===== src/rtl/uart8_receiver_pkg.sv =====
`default_nettype none
// ============================================================================
// Module      : uart8_receiver_pkg
// Description : Shared UART state encoding. The transmitter uses the same
//               3-bit values, so both ends of a link decode identically.
// Revision    : 1.0 - initial release
// ============================================================================
package uart8_receiver_pkg;

    localparam int UART_DATA_W  = 8;
    localparam int UART_STATE_W = 3;

    typedef logic [UART_STATE_W-1:0] uart_state_t;

    localparam uart_state_t RESET     = 3'd0;
    localparam uart_state_t IDLE      = 3'd1;
    localparam uart_state_t START_BIT = 3'd2;
    localparam uart_state_t DATA_BITS = 3'd3;
    localparam uart_state_t STOP_BIT  = 3'd4;

endpackage : uart8_receiver_pkg
`default_nettype wire


===== src/rtl/uart8_receiver_sync.sv =====
`default_nettype none
// ============================================================================
// Module      : uart_rx_sync
// Description : Two-flop synchronizer for the asynchronous rx pin plus a
//               history flop for falling-edge detection.
// Ports       : clk   - sampling clock
//               rst   - synchronous active-high reset
//               din   - asynchronous serial line (idles high)
//               level - synchronized line level (resets high)
//               fall  - synchronized falling edge (resets low)
// Revision    : 1.0 - initial release
// ============================================================================
module uart_rx_sync (
    input  logic clk,
    input  logic rst,
    input  logic din,
    output logic level,
    output logic fall
);

    logic r_meta;
    logic r_sync;
    logic r_hist;

    // All three flops reset to the idle (high) line level so that leaving
    // reset never fabricates an edge on a quiet line.
    always_ff @(posedge clk) begin
        if (rst) begin
            r_meta <= 1'b1;
            r_sync <= 1'b1;
            r_hist <= 1'b1;
        end else begin
            r_meta <= din;
            r_sync <= r_meta;
            r_hist <= r_sync;
        end
    end

    assign level = r_sync;
    assign fall  = r_hist & ~r_sync;

endmodule : uart_rx_sync
`default_nettype wire


===== src/rtl/uart8_receiver.sv =====
`default_nettype none
// ============================================================================
// Module      : uart8_receiver
// Description : 8N1 UART receiver, OVERSAMPLE clocks per bit. Detects the
//               start edge, confirms it at mid-start, samples each data bit
//               mid-bit (LSB first) and checks the stop bit.
// Ports       : clk  - oversampling clock (OVERSAMPLE x baud)
//               rst  - synchronous active-high reset
//               en   - arms reception (sampled only in IDLE)
//               in   - asynchronous rx line, idles high
//               out  - last correctly framed byte
//               done - one-cycle strobe, out updated
//               busy - frame in progress
//               err  - one-cycle strobe, stop bit sampled low
// Revision    : 1.0 - initial release
// ============================================================================
module uart8_receiver
    import uart8_receiver_pkg::*;
#(
    parameter int OVERSAMPLE = 16
) (
    input  logic       clk,
    input  logic       rst,
    input  logic       en,
    input  logic       in,
    output logic [7:0] out,
    output logic       done,
    output logic       busy,
    output logic       err
);

    localparam int CNT_W = $clog2(OVERSAMPLE);

    // Mid-start confirm point and end-of-bit (mid-bit after the half offset).
    localparam logic [CNT_W-1:0] c_half_last = CNT_W'(OVERSAMPLE / 2 - 1);
    localparam logic [CNT_W-1:0] c_bit_last  = CNT_W'(OVERSAMPLE - 1);

    logic                   w_line;
    logic                   w_fall;

    uart_state_t            r_state;
    logic [CNT_W-1:0]       r_cnt;
    logic [2:0]             r_bit_idx;
    logic [UART_DATA_W-1:0] r_shift;
    logic [UART_DATA_W-1:0] r_out;
    logic                   r_done;
    logic                   r_busy;
    logic                   r_err;

    uart_rx_sync u_sync (
        .clk   (clk),
        .rst   (rst),
        .din   (in),
        .level (w_line),
        .fall  (w_fall)
    );

    always_ff @(posedge clk) begin
        if (rst) begin
            r_state   <= RESET;
            r_cnt     <= '0;
            r_bit_idx <= '0;
            r_shift   <= '0;
            r_out     <= '0;
            r_done    <= 1'b0;
            r_busy    <= 1'b0;
            r_err     <= 1'b0;
        end else begin
            // Strobes are single-cycle by construction.
            r_done <= 1'b0;
            r_err  <= 1'b0;

            case (r_state)
                IDLE: begin
                    r_busy    <= 1'b0;
                    r_cnt     <= '0;
                    r_bit_idx <= '0;
                    // An edge is required: a line already low (break) is ignored.
                    if (en && w_fall) begin
                        r_state <= START_BIT;
                        r_busy  <= 1'b1;
                    end
                end

                START_BIT: begin
                    if (r_cnt == c_half_last) begin
                        r_cnt <= '0;
                        // Line back high at mid-start means a glitch, not a frame.
                        r_state <= w_line ? IDLE : DATA_BITS;
                        if (w_line) begin
                            r_busy <= 1'b0;
                        end
                    end else begin
                        r_cnt <= r_cnt + 1'b1;
                    end
                end

                DATA_BITS: begin
                    if (r_cnt == c_bit_last) begin
                        r_cnt   <= '0;
                        r_shift <= {w_line, r_shift[UART_DATA_W-1:1]};
                        if (&r_bit_idx) begin
                            r_state   <= STOP_BIT;
                            r_bit_idx <= '0;
                        end else begin
                            r_bit_idx <= r_bit_idx + 1'b1;
                        end
                    end else begin
                        r_cnt <= r_cnt + 1'b1;
                    end
                end

                STOP_BIT: begin
                    if (r_cnt == c_bit_last) begin
                        r_cnt   <= '0;
                        r_state <= IDLE;
                        r_busy  <= 1'b0;
                        if (w_line) begin
                            r_out  <= r_shift;
                            r_done <= 1'b1;
                        end else begin
                            r_err <= 1'b1;
                        end
                    end else begin
                        r_cnt <= r_cnt + 1'b1;
                    end
                end

                // RESET and any undefined encoding recover through IDLE.
                default: begin
                    r_state   <= IDLE;
                    r_busy    <= 1'b0;
                    r_cnt     <= '0;
                    r_bit_idx <= '0;
                end
            endcase
        end
    end

    assign out  = r_out;
    assign done = r_done;
    assign busy = r_busy;
    assign err  = r_err;

endmodule : uart8_receiver
`default_nettype wire


===== config.mk =====
export PLATFORM = sky130hd
export DESIGN_NAME = uart8_receiver
export DESIGN_NICKNAME = d
export VERILOG_FILES = /design/src/rtl/uart8_receiver_pkg.sv /design/src/rtl/uart8_receiver_sync.sv /design/src/rtl/uart8_receiver.sv
export SDC_FILE = /design/constraint.sdc
export NUM_CORES = 1
export LEC_CHECK = 0
export CORE_MARGIN = 2
export CORE_UTILIZATION = 49
export DETAILED_ROUTE_END_ITERATION = 10
export PLACE_DENSITY = 0.85
export SKIP_LAST_GASP = 1
export SYNTH_ARGS = -nofsm -noshare
export SYNTH_HDL_FRONTEND = slang
export SYNTH_SLANG_ARGS = --single-unit

===== constraint.sdc =====
create_clock -name clk -period 1.5 [get_ports clk]
set_clock_uncertainty 0.15 [all_clocks]
set_input_delay 0.225 -clock clk [delete_from_list [all_inputs] [get_ports clk]]
set_output_delay 0.225 -clock clk [all_outputs]
set_load 0.03 [all_outputs]

==> run summary <==
The run finished with clean final reports. The fraction of final layout cells with drive strength greater than 1 was 0.316; the number of detailed-routing iterations run before antenna repair was 4. Wires add up to 3110 µm. The period utilization was 0.993.

For the worst setup path, the data required time is 1.59 ns. VDD sags by at most 0.953 mV. The post-synthesis sequential area ratio came out at 0.474. The slew at the pin with the worst max-slew slack came out at 0.315 ns. STA classifies the critical path endpoint as a flop. The logs give 1138 for the number of global-route vias before repair and 1830 µm² for the finished layout cell area. The number of antenna diodes in the final layout is 0. The master cell of the clock root buffer is sky130_fd_sc_hd__clkbuf_4.

The headroom to the max-slew limit was 0.787; the overall die area was 3200 µm². The tools report the area inside the core boundary as 2690 µm². For the post-detailed-route DRC marker count, the log shows 0. Detailed placement finished with a half-perimeter wire length of 2190 µm. Critical path class: flop to flop. The congestion estimate from routability-driven global placement came to 0.803. On the worst path, the slowest cell contributes a delay of 0.48 ns. Counting the buffers created by CTS gives 5. The number of input and output port buffers inserted is 14. X dimension of the die: 56.5 µm. The clock tree buffer depth was 2; the total power per unit cell area was 1040 nW/µm². The H-tree was split into 2 levels. The tool flagged a number of max-cap violations equal to 0. The share of synthesized flip-flops with an asynchronous set or reset is 0, and the clock latency at the later pin of the worst-skew pair is 0.35 ns.

The cell with the biggest individual delay on the critical path was sky130_fd_sc_hd__or4_4. The worst path needs 1.49 ns of the cycle, external delays included. Of all nets on the critical path, the largest fanout is 5.

The analysis attributes to cell leakage a power of 0.741 nW. Synthesis produced 158 cells. The commonest cells after synthesis are sky130_fd_sc_hd__nand2_1 (40), sky130_fd_sc_hd__dfxtp_1 (32), sky130_fd_sc_hd__a21oi_1 (17). The setup slack of the most critical reg-to-reg path came out at 0.01 ns.

The cell type with the largest total area after synthesis was sky130_fd_sc_hd__dfxtp_1. The tools report the starting density of the core as 0.503. The number of antenna violations at the first check in global routing was 0. The warning count from the yosys run was 0; the remaining number of nets flagged by the antenna check after routing was 0.

The average routed wire per standard cell is 13.7 µm. For this design the top-level I/O count stands at 15. Among all cell types in the netlist, the one instantiated most often is sky130_fd_sc_hd__nand2_1. Yosys mapped a number of flops with a built-in enable equal to 0. The final number of max-transition violations was 0; the number of vias per cell was 5.42.

The first routing iteration left 35 violations. The critical path goes through ha_4 -> nand2_4 -> or4_4 -> o211ai_2 -> nor2_1. The critical path data arrival time came out at 1.58 ns. The worst hold path belongs to the class flop to flop.

The tools report the post-synth net total as 165. Compared with the post-synthesis result, the final layout area differs by 35.2%. Once placement finished, the instance area stood at 1650 µm². The primary flip-flop cell chosen by synthesis mapping is sky130_fd_sc_hd__dfxtp_1. The clock-pin slew on the worst setup and hold paths is 0.10 ns, and the mapped cell area is 1350 µm².

Counting the fill cells in the layout gives 220. Average cell area after synthesis: 8.56 µm². The tools report the worst hold slack as 0.265 ns. Ranked by total cell area, the synthesized netlist is headed by sky130_fd_sc_hd__dfxtp_1 (47%), sky130_fd_sc_hd__nand2_1 (11%), sky130_fd_sc_hd__a21oi_1 (6.3%), sky130_fd_sc_hd__ha_1 (2.8%), sky130_fd_sc_hd__nor2_1 (2.8%). The core utilization of the finished layout is 0.680, and the final net count is 202. The final setup TNS is 0 ns, and the die height is 56.5 µm. The via count of the routed design is 1230. After synthesis the netlist holds a flip-flop and latch count of 32. The logs give 4930 µm for the global-route wire length before repair and 32 for the number of clock sinks seen by CTS. For this run, the top clock speed supported by timing is 671 MHz. The logs give 0 for the number of setup violations in the final report and 19 for the cell row count.

Setup repair after global routing could not meet its margin everywhere. TritonCTS built the clock tree. The share of the synthesized area in the top cell type was 0.474; the global-route total usage across every layer was 0.202. STA classifies the critical path startpoint as a flop.

The number of different library cells in the post-synthesis netlist came out at 37. Global routing finished with a remaining overflow of 0. The largest net degree at the start of global routing came out at 18. The run gives 0 as the number of failing hold endpoints at the final stage.
-- registers in the layout, indices dropped and copies added (netlist names) --
| signal | cells |
|---|---|
| r_cnt | 4 |
| busy | 1 |
| r_shift | 8 |
| u_sync.level | 1 |
| out | 8 |
| err | 1 |
| r_bit_idx | 3 |
| u_sync.r_meta | 1 |
| done | 1 |
| u_sync.r_hist | 1 |
| r_state | 3 |
-- cells by family (layout without fill, tap and decap cells) --
| group | Yosys count | in the layout | synth area share |
|---|---|---|---|
| adder cells (fa/ha/maj) | 3 | 3 | 0.0278 |
| buffers and inverters | 9 | 47 | 0.0361 |
| flip-flops | 32 | 32 | 0.474 |
| AND/OR/NAND/NOR | 77 | 77 | 0.273 |
| XOR/XNOR | 3 | 3 | 0.0194 |
| AO/OA/AOI/OAI | 34 | 34 | 0.170 |
-- cell type report --
cell class	count	area, µm²	area share
Timing Repair Buffer	38	312	0.170
Sequential cell	32	654	0.358
Inverter	1	3.75	0.00205
Clock buffer	5	37.5	0.0205
Multi-Input combinational cell	117	739	0.405
Clock inverter	3	42.5	0.0233
Tap cell	31	38.8	0.0212
-- critical path, delay by kind of cell (launching register included) --
family	cells	cell delay, ns
simple gates	3	0.60
compound gates	1	0.10
flops	1	0.37
fa+ha+maj	1	0.17
-- worst paths after layout --
check,start,to,depth (start not counted)
hold / removal,u_sync.r_meta$_SDFF_PP1_,u_sync.level$_SDFF_PP1_,1
hold reg to reg,u_sync.r_meta$_SDFF_PP1_,u_sync.level$_SDFF_PP1_,1
setup / recovery,r_cnt[0]$_SDFF_PP0_,r_cnt[3]$_SDFF_PP0_,5
setup reg to reg,r_cnt[0]$_SDFF_PP0_,r_cnt[3]$_SDFF_PP0_,5
-- timing repair --
action | in CTS | in global routing
setup buffers | 0 | 4
gates resized for setup | 19 | 23
hold buffers | 0 | 0
endpoints found under the setup margin | 34 | 26
pin swaps | 0 | 3
-- metal layers --
layer	track usage	wire length, µm	share of wire	vias up
met5	0	0	0	-
met4	0.0918	80	0.026	0
met3	0.0645	112	0.036	11
met2	0.331	1510	0.49	24
met1	0.240	1400	0.45	570
li1	-	-	-	625
-- layout by cell type (no fill, tap or decap), types with 2 or more instances in the layout --
master                            count
sky130_fd_sc_hd__clkbuf_4             5
sky130_fd_sc_hd__clkdlybuf4s50_1      3
sky130_fd_sc_hd__nor2b_1              4
sky130_fd_sc_hd__a22oi_1              2
sky130_fd_sc_hd__dfxtp_2              5
sky130_fd_sc_hd__nand3_2              2
sky130_fd_sc_hd__nand2_1             39
sky130_fd_sc_hd__nand3_1              4
sky130_fd_sc_hd__clkdlybuf4s15_1      4
sky130_fd_sc_hd__o21ai_0              3
sky130_fd_sc_hd__dlygate4sd2_1        7
sky130_fd_sc_hd__nor2_1              10
sky130_fd_sc_hd__and2_1               2
sky130_fd_sc_hd__o21ai_2              2
sky130_fd_sc_hd__or2_2                3
sky130_fd_sc_hd__dfxtp_1             25
sky130_fd_sc_hd__xor2_1               2
sky130_fd_sc_hd__dfxtp_4              2
sky130_fd_sc_hd__a21oi_1             16
sky130_fd_sc_hd__buf_4               24
-- stage by stage --
stage	worst slack, ns	std cells	power (mW)
final	0.0101	227	1.90
after global routing	-0.0386	227	1.97
after CTS	-0.0114	223	1.85
after detailed placement	-0.219	215	1.19
after global placement	-0.165	215	1.17
after floorplan	0.0151	158	1.07
-- report_power, final --
part | total (mW) | switching, mW | internal [mW]
clock network | 0.664 | 0.317 | 0.347
registers | 0.927 | 0.0481 | 0.878
logic | 0.311 | 0.146 | 0.165
No activity file was read; power rests on OpenSTA's default activity.
